--- config.mk ---
export PLATFORM = sky130hd
export DESIGN_NAME = awg_ctrl_flat
export DESIGN_NICKNAME = d
export VERILOG_FILES = /design/src/rtl/awg_ctrl_if.sv /design/src/rtl/awg_ctrl.sv /design/src/flat_wrapper.sv
export SDC_FILE = /design/constraint.sdc
export NUM_CORES = 1
export LEC_CHECK = 0
export ABC_CLOCK_PERIOD_IN_PS = 6700
export CAP_MARGIN = 10
export CELL_PAD_IN_SITES_DETAIL_PLACEMENT = 1
export CELL_PAD_IN_SITES_GLOBAL_PLACEMENT = 2
export CORE_ASPECT_RATIO = 1.5
export CORE_UTILIZATION = 39
export DETAILED_ROUTE_END_ITERATION = 16
export PLACE_DENSITY_LB_ADDON = 0.1
export RECOVER_POWER = 25
export SYNTH_ARGS = -nofsm -noshare
export SYNTH_HDL_FRONTEND = slang
export SYNTH_SLANG_ARGS = --single-unit
--- constraint.sdc ---
create_clock -name clk -period 6.7 [get_ports clk]
set_input_delay 1.34 -clock clk [delete_from_list [all_inputs] [get_ports clk]]
set_output_delay 1.34 -clock clk [all_outputs]
set_load 0.02 [all_outputs]
--- src/rtl/awg_ctrl_if.sv ---
// awg_ctrl_if: raw panel keys in, registered generator parameters out.
interface awg_ctrl_if;
   logic        key_mode_n;
   logic        key_sel_n;
   logic        key_up_n;
   logic        key_down_n;
   logic [2:0]  state;
   logic [11:0] state_freq;
   logic [2:0]  state_amp;
   logic [7:0]  state_phase;
   logic [1:0]  edit_sel;
   logic        upd;
   modport master (
      input  key_mode_n, key_sel_n, key_up_n, key_down_n,
      output state, state_freq, state_amp, state_phase, edit_sel, upd
   );
   modport slave (
      output key_mode_n, key_sel_n, key_up_n, key_down_n,
      input  state, state_freq, state_amp, state_phase, edit_sel, upd
   );
endinterface

--- src/rtl/awg_ctrl.sv ---
// awg_ctrl: debounced front-panel keys driving waveform/frequency/amplitude/phase edits.
module awg_ctrl #(
   parameter int DEBOUNCE_CYCLES = 500000,
   parameter int REPEAT_DELAY    = 25000000,
   parameter int REPEAT_PERIOD   = 5000000,
   parameter int FREQ_STEP       = 1,
   parameter int FREQ_MAX        = 4095
) (
   input logic         clk,
   input logic         rst,
   awg_ctrl_if.master  bus
);
   localparam int DW = $clog2(DEBOUNCE_CYCLES + 1);
   localparam int RW = $clog2((REPEAT_DELAY > REPEAT_PERIOD ? REPEAT_DELAY : REPEAT_PERIOD) + 1);
   localparam logic [2:0] S_SAW = 3'd0, S_TRI = 3'd1, S_SQR = 3'd2, S_SIN = 3'd3, S_NOISE = 3'd4, S_OFF = 3'd7;
   // key bit order: 0 mode, 1 sel, 2 up, 3 down; all levels held as 1 = pressed
   logic [3:0]    sync1, sync2, deb, deb_q, press;
   logic [DW-1:0] cnt [4];
   logic [RW-1:0] rcnt [2];
   logic [1:0]    ract, rep;
   logic          inc, dec;
   logic [1:0]    field, n_sel;
   logic [2:0]    n_state, n_amp;
   logic [11:0]   n_freq;
   logic [7:0]    n_phase;
   logic [12:0]   f_up, f_dn;
   always_ff @(posedge clk or posedge rst)
      if (rst) begin
         sync1 <= '0;
         sync2 <= '0;
         deb   <= '0;
         deb_q <= '0;
         for (int i = 0; i < 4; i++) cnt[i] <= '0;
      end else begin
         sync1 <= ~{bus.key_down_n, bus.key_up_n, bus.key_sel_n, bus.key_mode_n};
         sync2 <= sync1;
         deb_q <= deb;
         for (int i = 0; i < 4; i++)
            if (sync2[i] == deb[i]) cnt[i] <= '0;
            else if (cnt[i] == DW'(DEBOUNCE_CYCLES - 1)) begin
               cnt[i] <= '0;
               deb[i] <= ~deb[i];
            end else cnt[i] <= cnt[i] + 1'b1;
      end
   assign press  = deb & ~deb_q;
   assign rep[0] = deb[2] && rcnt[0] == (ract[0] ? RW'(REPEAT_PERIOD) : RW'(REPEAT_DELAY));
   assign rep[1] = deb[3] && rcnt[1] == (ract[1] ? RW'(REPEAT_PERIOD) : RW'(REPEAT_DELAY));
   // rcnt counts cycles since the press or the last repeat; 0 means idle
   always_ff @(posedge clk or posedge rst)
      if (rst) begin
         ract <= '0;
         for (int j = 0; j < 2; j++) rcnt[j] <= '0;
      end else
         for (int j = 0; j < 2; j++)
            if (!deb[j+2]) begin
               rcnt[j] <= '0;
               ract[j] <= 1'b0;
            end else if (press[j+2]) rcnt[j] <= RW'(1);
            else if (rep[j]) begin
               rcnt[j] <= RW'(1);
               ract[j] <= 1'b1;
            end else if (rcnt[j] != '0) rcnt[j] <= rcnt[j] + 1'b1;
   assign inc  = (press[2] | rep[0]) & ~(press[3] | rep[1]);
   assign dec  = (press[3] | rep[1]) & ~(press[2] | rep[0]);
   assign f_up = {1'b0, bus.state_freq} + 13'(FREQ_STEP);
   assign f_dn = {1'b0, bus.state_freq} - 13'(FREQ_STEP);
   always_comb begin
      field   = bus.edit_sel == 2'd3 ? 2'd0 : bus.edit_sel;
      n_state = !press[0] ? bus.state :
                bus.state == S_SAW ? S_TRI : bus.state == S_TRI ? S_SQR :
                bus.state == S_SQR ? S_SIN : bus.state == S_SIN ? S_NOISE :
                bus.state == S_NOISE ? S_OFF : S_SAW;
      n_sel   = !press[1] ? bus.edit_sel : field == 2'd2 ? 2'd0 : field + 2'd1;
      n_freq  = field != 2'd0 ? bus.state_freq :
                inc ? (f_up > 13'(FREQ_MAX) ? 12'(FREQ_MAX) : f_up[11:0]) :
                dec ? ((f_dn == '0 || f_dn[12]) ? 12'd1 : f_dn[11:0]) : bus.state_freq;
      n_amp   = field != 2'd1 ? bus.state_amp :
                inc && bus.state_amp != 3'd7 ? bus.state_amp + 3'd1 :
                dec && bus.state_amp != 3'd0 ? bus.state_amp - 3'd1 : bus.state_amp;
      n_phase = field != 2'd2 ? bus.state_phase :
                inc ? bus.state_phase + 8'd1 : dec ? bus.state_phase - 8'd1 : bus.state_phase;
   end
   always_ff @(posedge clk or posedge rst)
      if (rst) begin
         bus.state       <= S_SAW;
         bus.state_freq  <= 12'd1;
         bus.state_amp   <= 3'd0;
         bus.state_phase <= 8'd0;
         bus.edit_sel    <= 2'd0;
         bus.upd         <= 1'b0;
      end else begin
         bus.state       <= n_state;
         bus.state_freq  <= n_freq;
         bus.state_amp   <= n_amp;
         bus.state_phase <= n_phase;
         bus.edit_sel    <= n_sel;
         bus.upd         <= n_state != bus.state || n_freq != bus.state_freq ||
                            n_amp != bus.state_amp || n_phase != bus.state_phase;
      end
endmodule
--- src/flat_wrapper.sv ---
// flat-port wrapper written by rule: the top's interface ports become plain ports
module awg_ctrl_flat 
#(
   parameter int DEBOUNCE_CYCLES = 500000,
   parameter int REPEAT_DELAY    = 25000000,
   parameter int REPEAT_PERIOD   = 5000000,
   parameter int FREQ_STEP       = 1,
   parameter int FREQ_MAX        = 4095
)
  (clk, rst, bus_key_mode_n, bus_key_sel_n, bus_key_up_n, bus_key_down_n, bus_state, bus_state_freq, bus_state_amp, bus_state_phase, bus_edit_sel, bus_upd);
  awg_ctrl_if bus_i ();
  input logic clk;
  input logic rst;
  input wire logic [$bits(bus_i.key_mode_n)-1:0] bus_key_mode_n;
  input wire logic [$bits(bus_i.key_sel_n)-1:0] bus_key_sel_n;
  input wire logic [$bits(bus_i.key_up_n)-1:0] bus_key_up_n;
  input wire logic [$bits(bus_i.key_down_n)-1:0] bus_key_down_n;
  output wire logic [$bits(bus_i.state)-1:0] bus_state;
  output wire logic [$bits(bus_i.state_freq)-1:0] bus_state_freq;
  output wire logic [$bits(bus_i.state_amp)-1:0] bus_state_amp;
  output wire logic [$bits(bus_i.state_phase)-1:0] bus_state_phase;
  output wire logic [$bits(bus_i.edit_sel)-1:0] bus_edit_sel;
  output wire logic [$bits(bus_i.upd)-1:0] bus_upd;
  assign bus_i.key_mode_n = bus_key_mode_n;
  assign bus_i.key_sel_n = bus_key_sel_n;
  assign bus_i.key_up_n = bus_key_up_n;
  assign bus_i.key_down_n = bus_key_down_n;
  assign bus_state = bus_i.state;
  assign bus_state_freq = bus_i.state_freq;
  assign bus_state_amp = bus_i.state_amp;
  assign bus_state_phase = bus_i.state_phase;
  assign bus_edit_sel = bus_i.edit_sel;
  assign bus_upd = bus_i.upd;
  awg_ctrl #(.DEBOUNCE_CYCLES(DEBOUNCE_CYCLES), .REPEAT_DELAY(REPEAT_DELAY), .REPEAT_PERIOD(REPEAT_PERIOD), .FREQ_STEP(FREQ_STEP), .FREQ_MAX(FREQ_MAX)) u_core (.clk(clk), .rst(rst), .bus(bus_i));
endmodule
---- Word-level counts from Yosys, hierarchy flattened ----
Cells that the tools add are included.
word-level totals
  register bits after elaboration ......... 173
  input bits .............................. 6
  output and inout port bits .............. 29
  word-level logic and storage cells ...... 144
cells by class
  add/subtract/negate cells ............... 13
  $lt $le $gt $ge ......................... 1
  eq/ne operators ......................... 29
  multiplexer cells ....................... 43
  bitwise logic cells ..................... 17
  reductions and logical operators ........ 20
operators by type and width
  operator                                              count
  two-way mux 25 bit                                    10
  two-way mux 19 bit                                    8
  adder 19 x 1 -> 19 bit, second input constant         4
  == test 19 bit, second input constant                 4
  two-way mux 12 bit                                    5
  adder 25 x 1 -> 25 bit, second input constant         2
  == test 25 bit                                        2
  nonzero test 25 bit                                   2
  two-way mux 3 bit                                     9
  two-way mux 8 bit                                     3
  adder 12 x 1 -> 13 bit, second input constant         1
  > comparator 13 x 12 -> 1 bit, second input constant  1
  zero test 13 bit                                      1
  subtractor 12 x 1 -> 13 bit, second input constant    1
  inequality test 12 bit                                1
  AND reduction 2 bit                                   6
  inequality test 2 bit, second input constant          5
  NOT 1 bit                                             10
  adder 8 x 1 -> 8 bit, second input constant           1
  inequality test 4 bit, second input constant          2
  inequality test 8 bit                                 1
  NOT 4 bit                                             2
  subtractor 8 x 1 -> 8 bit, second input constant      1
  == test 3 x 2 -> 1 bit, second input constant         2
  20 further kinds                                      39

---- Longest topological paths before layout ----
Gate-level depths: netlist (run 1).
  depth in word-level cells ............... 13
  mapped depth ............................ 13
  depth with buffers taken out ............ 11

---- Worst setup path after synthesis (run 1) ----
No wires, ideal clock.
  path kind ............................... register -> register
  from .................................... reg u_core.bus.state_freq[0]
  to ...................................... reg u_core.bus.upd
  setup time .............................. 0.148 ns
  arrival ................................. 2.890 ns
  data required time ...................... 6.552 ns
  path slack .............................. 3.663 ns
  stages on the path, launching flop included .. 12
  buffers on the path ..................... 1
  period minus slack after synthesis ...... 3.037 ns
  cells stage by stage .................... dfstp_2 clkbuf_1 inv_1 ha_1 or3b_2 a21boi_0 o211a_1 o21ai_0 nor2_1 o221a_1 o41ai_2 nand4_1
between the ends
  longest elaborated chain between the ends .. 11
  elaborated cells between the ends (all ways) .. 14
  classes of those cells .................. add/sub: 2; order compare: 1; eq/ne: 1; mux: 5; reduce/logical: 5
ends and longest elaborated chain
  element                                                                         line               text
  start, declared                                                                 awg_ctrl_if.sv:15  output state, state_freq, state_amp, state_phase, edit_sel, upd
  start signal, assigned                                                          awg_ctrl.sv:93     bus.state_freq <= n_freq;
  parallel branches: the longest is 7 deep, another holds adder 12 x 1 -> 13 bit  --
  inequality test 12 bit (*)                                                      awg_ctrl.sv:97     bus.upd <= n_state != bus.state || n_freq != bus.state_freq ||
  logical OR 1 bit (*) (2 in series)                                              awg_ctrl.sv:97
  logical OR 1 bit (*)                                                            awg_ctrl.sv:98     n_amp != bus.state_amp || n_phase != bus.state_phase;
  end signal, assigned                                                            awg_ctrl.sv:97
  end, declared                                                                   awg_ctrl_if.sv:15
Every way passes the cells marked *.
A chain may end at the register's enable or synchronous reset.

---- Final worst setup path (run 1) ----
  from .................................... reg u_core.rcnt[33] in the netlist's numbering
  to ...................................... reg u_core.bus.upd
between the ends
  longest elaborated chain between the ends .. 12
  elaborated cells between the ends (all ways) .. 23
  classes of those cells .................. eq/ne: 4; mux: 9; bitwise: 4; reduce/logical: 6
ends and longest elaborated chain
  element                                                      line                            text
  start, declared                                              awg_ctrl.sv:19                  logic [RW-1:0] rcnt [2];
  start signal, assigned by index                              awg_ctrl.sv:56                  rcnt[j] <= '0;
  start signal, assigned by index                              awg_ctrl.sv:58                  end else if (press[j+2]) rcnt[j] <= RW'(1);
  start signal, assigned by index                              awg_ctrl.sv:60                  rcnt[j] <= RW'(1);
  == test 25 bit (*)                                           awg_ctrl.sv:46                  assign rep[0] = deb[2] && rcnt[0] == (ract[0] ? RW'(REPEAT_PERIOD) : RW'(REPEAT_DELAY));
  logical AND 1 bit (*)                                        awg_ctrl.sv:46
  bitwise OR 1 bit (*)                                         awg_ctrl.sv:63, awg_ctrl.sv:64
  NOT 1 bit                                                    awg_ctrl.sv:64                  assign dec = (press[3] | rep[1]) & ~(press[2] | rep[0]);
  AND 1 bit                                                    awg_ctrl.sv:64
  two-way mux 12 bit or logical AND 1 bit (tied branches)      awg_ctrl.sv:76, awg_ctrl.sv:79
  two-way mux 12 bit or two-way mux 3 bit (tied branches)      awg_ctrl.sv:75, awg_ctrl.sv:79
  two-way mux 12 bit or two-way mux 3 bit (tied branches)      awg_ctrl.sv:74, awg_ctrl.sv:78
  inequality test 12 bit or two-way mux 3 bit (tied branches)  awg_ctrl.sv:97, awg_ctrl.sv:77
  logical OR 1 bit or inequality test 3 bit (tied branches)    awg_ctrl.sv:97, awg_ctrl.sv:98
  logical OR 1 bit                                             awg_ctrl.sv:97
  logical OR 1 bit (*)                                         awg_ctrl.sv:98
Mark *: on every way between the ends. The rest lies on a longest branch, timed or not.

==> results of run 1 <==
-- routing by layer --
metal	share of wire, %	track usage, %	up-vias	wire, um
li1	-	-	3620	-
met1	43	22.95	3713	9838
met2	53	36.74	79	12270
met3	1.6	2.730	32	370
met4	2.4	7.828	0	544
met5	0	0	-	0
-- kinds of logic after synthesis --
| group | count (synthesis) | synth area share (%) |
|---|---|---|
| AO/OA/AOI/OAI | 156 | 10.46 |
| flip-flops | 173 | 46.23 |
| AND/OR/NAND/NOR | 485 | 25.31 |
| adder cells (fa/ha/maj) | 21 | 2.805 |
| XOR/XNOR | 113 | 10.57 |
| multiplexers | 7 | 0.9350 |
| buffers and inverters | 86 | 3.687 |
-- Yosys cell counts, drive strengths merged (6+ instances only) --
| library cell | instances | area (um^2) |
|---|---|---|
| inv | 46 | 172.7 |
| clkbuf | 31 | 116.4 |
| nand4 | 20 | 125.1 |
| o21ai | 50 | 254.0 |
| xnor2 | 50 | 437.9 |
| buf | 9 | 56.30 |
| and3 | 24 | 150.1 |
| or3 | 26 | 162.7 |
| nand2 | 91 | 344.1 |
| a21oi | 54 | 274.0 |
| ha | 21 | 262.8 |
| and4 | 10 | 87.58 |
| xor2 | 63 | 551.8 |
| nor2 | 165 | 621.9 |
| nor3 | 26 | 135.1 |
| nand3 | 64 | 320.3 |
| nor4 | 19 | 125.1 |
| and2 | 6 | 40.04 |
| or2 | 10 | 62.56 |
| dfrtp | 172 | 4304 |
| nor4b | 6 | 52.55 |
-- critical path, cell delays in order, from the launching register on --
cell	delay, ns
dfrtp_1	0.44
or2_1	0.29
or4_4	0.52
a2111oi_0	0.80
o21ai_2	0.39
nor4_2	0.35
buf_4	0.26
nand2_2	0.13
o221a_1	0.33
o41ai_2	0.35
nand4_1	0.12
-- report_power, final --
part | leakage (nW) | switching, mW | internal (mW)
clock | 0.285 | 0.413 | 0.589
sequential | 2.39 | 0.00695 | 1.05
combinational | 1.59 | 0.0340 | 0.00964
-- how the worst max path moves through the flow --
stage          depth (start not counted)        endpoint            start
2_1_floorplan                          1       async pin              rst
5_1_grt                               10  u_core.bus.upd  u_core.rcnt[33]
3_5_place_dp                          10  u_core.bus.upd   u_core.rcnt[8]
6_report                              10  u_core.bus.upd  u_core.rcnt[33]
3_3_place_gp                          10  u_core.bus.upd   u_core.rcnt[8]
4_1_cts                               10  u_core.bus.upd   u_core.rcnt[8]
-- registers in the layout (all words and copies together) (netlist names), named ones only --
| signal | count |
|---|---|
| u_core.cnt | 76 |
| u_core.rcnt | 50 |
| u_core.bus.state_freq | 12 |
| u_core.bus.state_phase | 8 |
| u_core.deb | 4 |
| u_core.deb_q | 4 |
| u_core.sync1 | 4 |
| u_core.sync2 | 4 |
| u_core.bus.state_amp | 3 |
| u_core.bus.edit_sel | 2 |
| u_core.ract | 2 |
| u_core.bus.upd | 1 |
-- area by class of cell --
cell class	count	share of cell area, %
clock buffer	23	4.624
clock inverter	9	1.043
inverter	46	1.707
multi-input combinational	782	44.27
sequential	173	41.03
tap	319	3.782
timing repair buffer	39	3.545
-- placed cells by master, fill, tap and decap left out, drive strengths merged, types with 5 or more instances in the layout --
| cell type | n |
|---|---|
| and4 | 10 |
| xnor2 | 50 |
| nand3 | 64 |
| nor3 | 26 |
| inv | 46 |
| nand4 | 20 |
| nor4 | 19 |
| or2 | 10 |
| ha | 21 |
| or3 | 26 |
| dfrtp | 172 |
| o21ai | 50 |
| and3 | 24 |
| clkbuf | 24 |
| nand2 | 91 |
| clkdlybuf4s50 | 30 |
| nor2 | 165 |
| a31oi | 5 |
| a21oi | 54 |
| xor2 | 63 |
| nor4b | 6 |
| and2 | 6 |
==> metrics.md, run 1 <==
| Metric | Value |
|---|---|
| Final period demand of the worst path | 4.132 ns |
| Crit path kind | flop to flop |
| Worst-margin pin slew | 1.089 ns |
| GP Congestion | 0.7950 |
| First-pass GRT wire length | 38870 um |
| RSZ-0062 raised after global routing | false |
| Final core occ | 44.62% |
| Hold_buf cts | 0 |
| DP Area | 9978 um^2 |
| CTS Sinks | 173 |
| Hold path depth | 0 |
| Die area | 24650 um^2 |
| Setup TNS | 0 ns |
| Hold Vio Cnt, Final | 0 |
| Fraction of layout cells with a size suffix above 1 | 5.037% |
| Initial Util | 39.60% |
| Core area | 23660 um^2 |
| F_max | 242.0 MHz |
| Flops & latches, synth | 173 |
| Clock Path Buffers | 2 |
| Initial antenna violation count | 0 |
| Startpoint types | flop |
| Multi-input gate area | 4672 um^2 |
| Synthesized cell area | 9366 um^2 |
| Die Span Y | 191.8 um |
| Die Wd | 128.5 um |
| Post-synth ARST share | 100.0% |
| CTS tree | yes |
| DP HPWL | 16000 um |
| Cell Pwr Density | 199.5 nW/um^2 |
| Largest net degree at the start of global routing | 139 |
| Clk_lat worst skew | 0.43 ns |
| Worst Path Arrival | 4.42 ns |
| Period utilization | 61.67% |
| Total gr overflow | 0 |
| Hold Path Class | flop to flop |
| Worst-path clk slew | 0.06 ns |
| Setup violators final | 0 |
| Vias in the first global route | 7760 |
| Final WL | 23030 um |
| Area Growth Syn to Fin | 12.68% |
| DRT iter0 DRCs | 290 |
| Post-synthesis sequential area ratio | 46.23% |
| Ys Warns | 0 |
| Max Slew Vio Count | 0 |
| Total CTS buffers | 17 |
| Worst VDD drop | 0.0001840 V |
| Post-route DRC | 0 |
| Max_cap viols | 0 |
| # IOs | 35 |
| Total GRT Usage | 19.91% |
| Yosys cell types | 77 |
| Design Area, Final | 10550 um^2 |
| Worst hold slack | 0.3602 ns |
| Post-CTS sizing | 0 |
| EDFF count, synth | 0 |
| Worst Reg-to-Reg Cells | 10 |
| Fin nets | 1086 |
| Status | finished, final reports clean |
| Drt pass-1 iters | 4 |
| Flop-to-flop setup slack | 2.57 ns |
| Vias | 7444 |
| Final Non-Filler Cells | 1391 |
| I/O Buffers | 34 |
| Dpl ws | 2.899 ns |
| Hold_sp | u_core.sync1[1] |
| Worst Path Max Fanout | 14 |
| Avg Inst Size Synth | 8.998 um^2 |
| Reg2Reg Launch Point | u_core.rcnt[33] |
| Root Buffer | clkbuf_16 |
| Post-route setup slack | 2.568 ns |
| Filler Cells Inserted | 2800 |
| Cell count after synthesis | 1041 |
| Ys flop type | dfrtp_1 |
| Net count after synthesis | 1068 |
| Placed insts | 1359 |
| Post-CTS Setup Bufs | 0 |
| Via density per instance | 5.352 |
| FP Rows | 69 |
| Routed len/inst | 16.55 um |
| Pwr Total | 2.105 mW |
| Req. time, crit path | 6.99 ns |
| Leakage | 4.263 nW |
| Reg2reg end | u_core.bus.upd |
| Endpoint class of the critical path | flop |
| Routed Antenna Nets | 0 |
| Antenna Cells | 0 |
| Worst slew margin | 27.42% |
| CTS H-tree depth | 4 |
| FF/Latch Area | 4330 um^2 |
| Hold EP | u_core.sync2[1] |
| Worst clock skew | 0.007686 ns |
Power figures use the tool's default switching activity.
==> inputs of run 2 (changes only) <==
--- a/config.mk
+++ b/config.mk
@@ -5,12 +5,12 @@
 export SDC_FILE = /design/constraint.sdc
 export NUM_CORES = 1
 export LEC_CHECK = 0
-export ABC_CLOCK_PERIOD_IN_PS = 6700
+export ABC_CLOCK_PERIOD_IN_PS = 3570
 export CAP_MARGIN = 10
 export CELL_PAD_IN_SITES_DETAIL_PLACEMENT = 1
 export CELL_PAD_IN_SITES_GLOBAL_PLACEMENT = 2
 export CORE_ASPECT_RATIO = 1.5
-export CORE_UTILIZATION = 39
+export CORE_UTILIZATION = 35
 export DETAILED_ROUTE_END_ITERATION = 16
 export PLACE_DENSITY_LB_ADDON = 0.1
 export RECOVER_POWER = 25
==> constraint.sdc (replaced) <==
create_clock -name clk -period 3.57 [get_ports clk]
set_input_delay 0.714 -clock clk [delete_from_list [all_inputs] [get_ports clk]]
set_output_delay 0.714 -clock clk [all_outputs]
set_load 0.02 [all_outputs]
==> metrics.md, run 2 (synthesis results as in run 1) <==
| Metric | Value |
|---|---|
| Routed len/inst | 16.93 um |
| I/O Buffers | 34 |
| DP Area | 10250 um^2 |
| Root Buffer | clkbuf_16 |
| Reg with most FFs | u_core.cnt |
| Clock Path Buffers | 2 |
| Setup violators final | 0 |
| DRT iter0 DRCs | 194 |
| Slowest cell on the critical path | or4_1 |
| Period utilization | 92.46% |
| Largest registers | u_core.cnt (76), u_core.rcnt (50), u_core.bus.state_freq (12) |
| Worst-path cell chain | or2_1 > or4_1 > a2111o_1 > a21oi_4 > buf_4 > nor4_1 > a21oi_1 > o2bb2ai_1 > a2111oi_1 > nand4_1 |
| Worst VDD drop | 0.0003451 V |
| Initial Util | 35.48% |
| Fraction of layout cells with a size suffix above 1 | 8.084% |
| Setup TNS | 0 ns |
| Final Non-Filler Cells | 1438 |
| Worst Path Max Fanout | 9 |
| RSZ-0062 raised after global routing | false |
| First-pass GRT wire length | 41610 um |
| CTS Sinks | 173 |
| Worst clock skew | 0.01220 ns |
| Placed insts | 1406 |
| F_max | 303.0 MHz |
| CTS H-tree depth | 4 |
| Largest net degree at the start of global routing | 52 |
| Initial antenna violation count | 0 |
| Leakage | 4.386 nW |
| Crit path kind | flop to flop |
| Die Span Y | 202.4 um |
| Met2 wire len | 13020 um |
| Hold_buf cts | 0 |
| Most frequent cells in the layout | dfrtp_1, nor2_1, nand2_1 |
| Area Growth Syn to Fin | 14.95% |
| Slowest stage delay, CP | 0.50 ns |
| CTS tree | yes |
| Routed Antenna Nets | 0 |
| Worst-margin pin slew | 1.140 ns |
| # IOs | 35 |
| Pwr Total | 3.802 mW |
| Filler Cells Inserted | 3084 |
| Antenna Cells | 0 |
| Hold Path Class | flop to flop |
| FP Rows | 73 |
| Via density per instance | 5.251 |
| Max Slew Vio Count | 0 |
| Met3 Wirelength | 301 um |
| Final WL | 24350 um |
| Die Wd | 135.6 um |
| Design Area, Final | 10770 um^2 |
| Worst slew margin | 24.00% |
| Die area | 27430 um^2 |
| Total gr overflow | 0 |
| Startpoint types | flop |
| Hold Vio Cnt, Final | 0 |
| Worst Path Arrival | 3.59 ns |
| Worst-path clk slew | 0.07 ns |
| Multi-input gate area | 4700 um^2 |
| Cell Pwr Density | 353.1 nW/um^2 |
| Req. time, crit path | 3.86 ns |
| Total GRT Usage | 19.15% |
| Max reg flops | 76 |
| Vias | 7551 |
| Clk_lat worst skew | 0.43 ns |
| Fin nets | 1115 |
| Uppermost layer routed | met4 |
| Status | finished, final reports clean |
| Final core occ | 40.79% |
| GP Congestion | 0.8363 |
| FF/Latch Area | 4330 um^2 |
| Max_cap viols | 0 |
| Endpoint class of the critical path | flop |
| WL met1 | 10390 um |
| Final period demand of the worst path | 3.301 ns |
| Commonest non-fill, non-tap cell in the layout | dfrtp_1 |
| DP HPWL | 17780 um |
| Total CTS buffers | 17 |
| Core area | 26400 um^2 |
| Drt pass-1 iters | 4 |
| Vias in the first global route | 8105 |
| Post-route DRC | 0 |
run 2: critical path, delay by kind of cell (launching register included):
kind / cells / cell delay [ns]
simple gates: 4 / 0.94
flops: 1 / 0.42
buf+inv: 1 / 0.19
compound gates: 5 / 1.62
run 2: path summary, 6_finish.rpt:
kind | start | end | slack (ns) | cells after the start
worst max register to register | u_core.rcnt[8] | u_core.bus.upd | 0.27 | 10
worst min-delay path | u_core.sync1[2] | u_core.sync2[2] | 0.35 | 0
worst min register to register | u_core.sync1[2] | u_core.sync2[2] | 0.35 | 0
min in group asynchronous | rst | u_core.cnt[64] | 0.91 | 2
max in group asynchronous | rst | async pin | 1.08 | 3
worst max-delay path | u_core.rcnt[8] | u_core.bus.upd | 0.27 | 10
run 2: per-stage QoR:
stage               worst slack (ns)  hold slack, ns
floorplan                     0.5325          0.3312
detailed placement            0.1192          0.3372
finish                        0.2692          0.3500
global route                 0.01963          0.3582
global placement              0.1991          0.3333
CTS                           0.1039          0.3518
run 2: final cells by class:
cell class | instances | share of cell area (%)
Timing Repair Buffer | 68 | 5.601
Inverter | 46 | 1.615
Clock inverter | 12 | 0.8483
Multi-Input combinational cell | 782 | 43.65
Sequential cell | 173 | 40.22
Tap cell | 337 | 3.916
Clock buffer | 20 | 4.149
run 2: per-layer routing:
layer  GRT usage (%)  vias up
li1                -     3689
met1           22.31     3769
met2           34.97       57
met3           2.508       36
met4           7.223        0
met5               0        -
run 2: what timing repair did:
item | CTS | global route
setup endpoints to repair | 0 | 1
gates resized for setup | 0 | 2
setup buffers | 0 | 0
run 2: report_power, final:
part / internal (mW) / total, mW / switching [mW]
logic: 0.0211 / 0.0851 / 0.0639
registers: 1.98 / 1.99 / 0.0128
clock network: 0.914 / 1.73 / 0.814
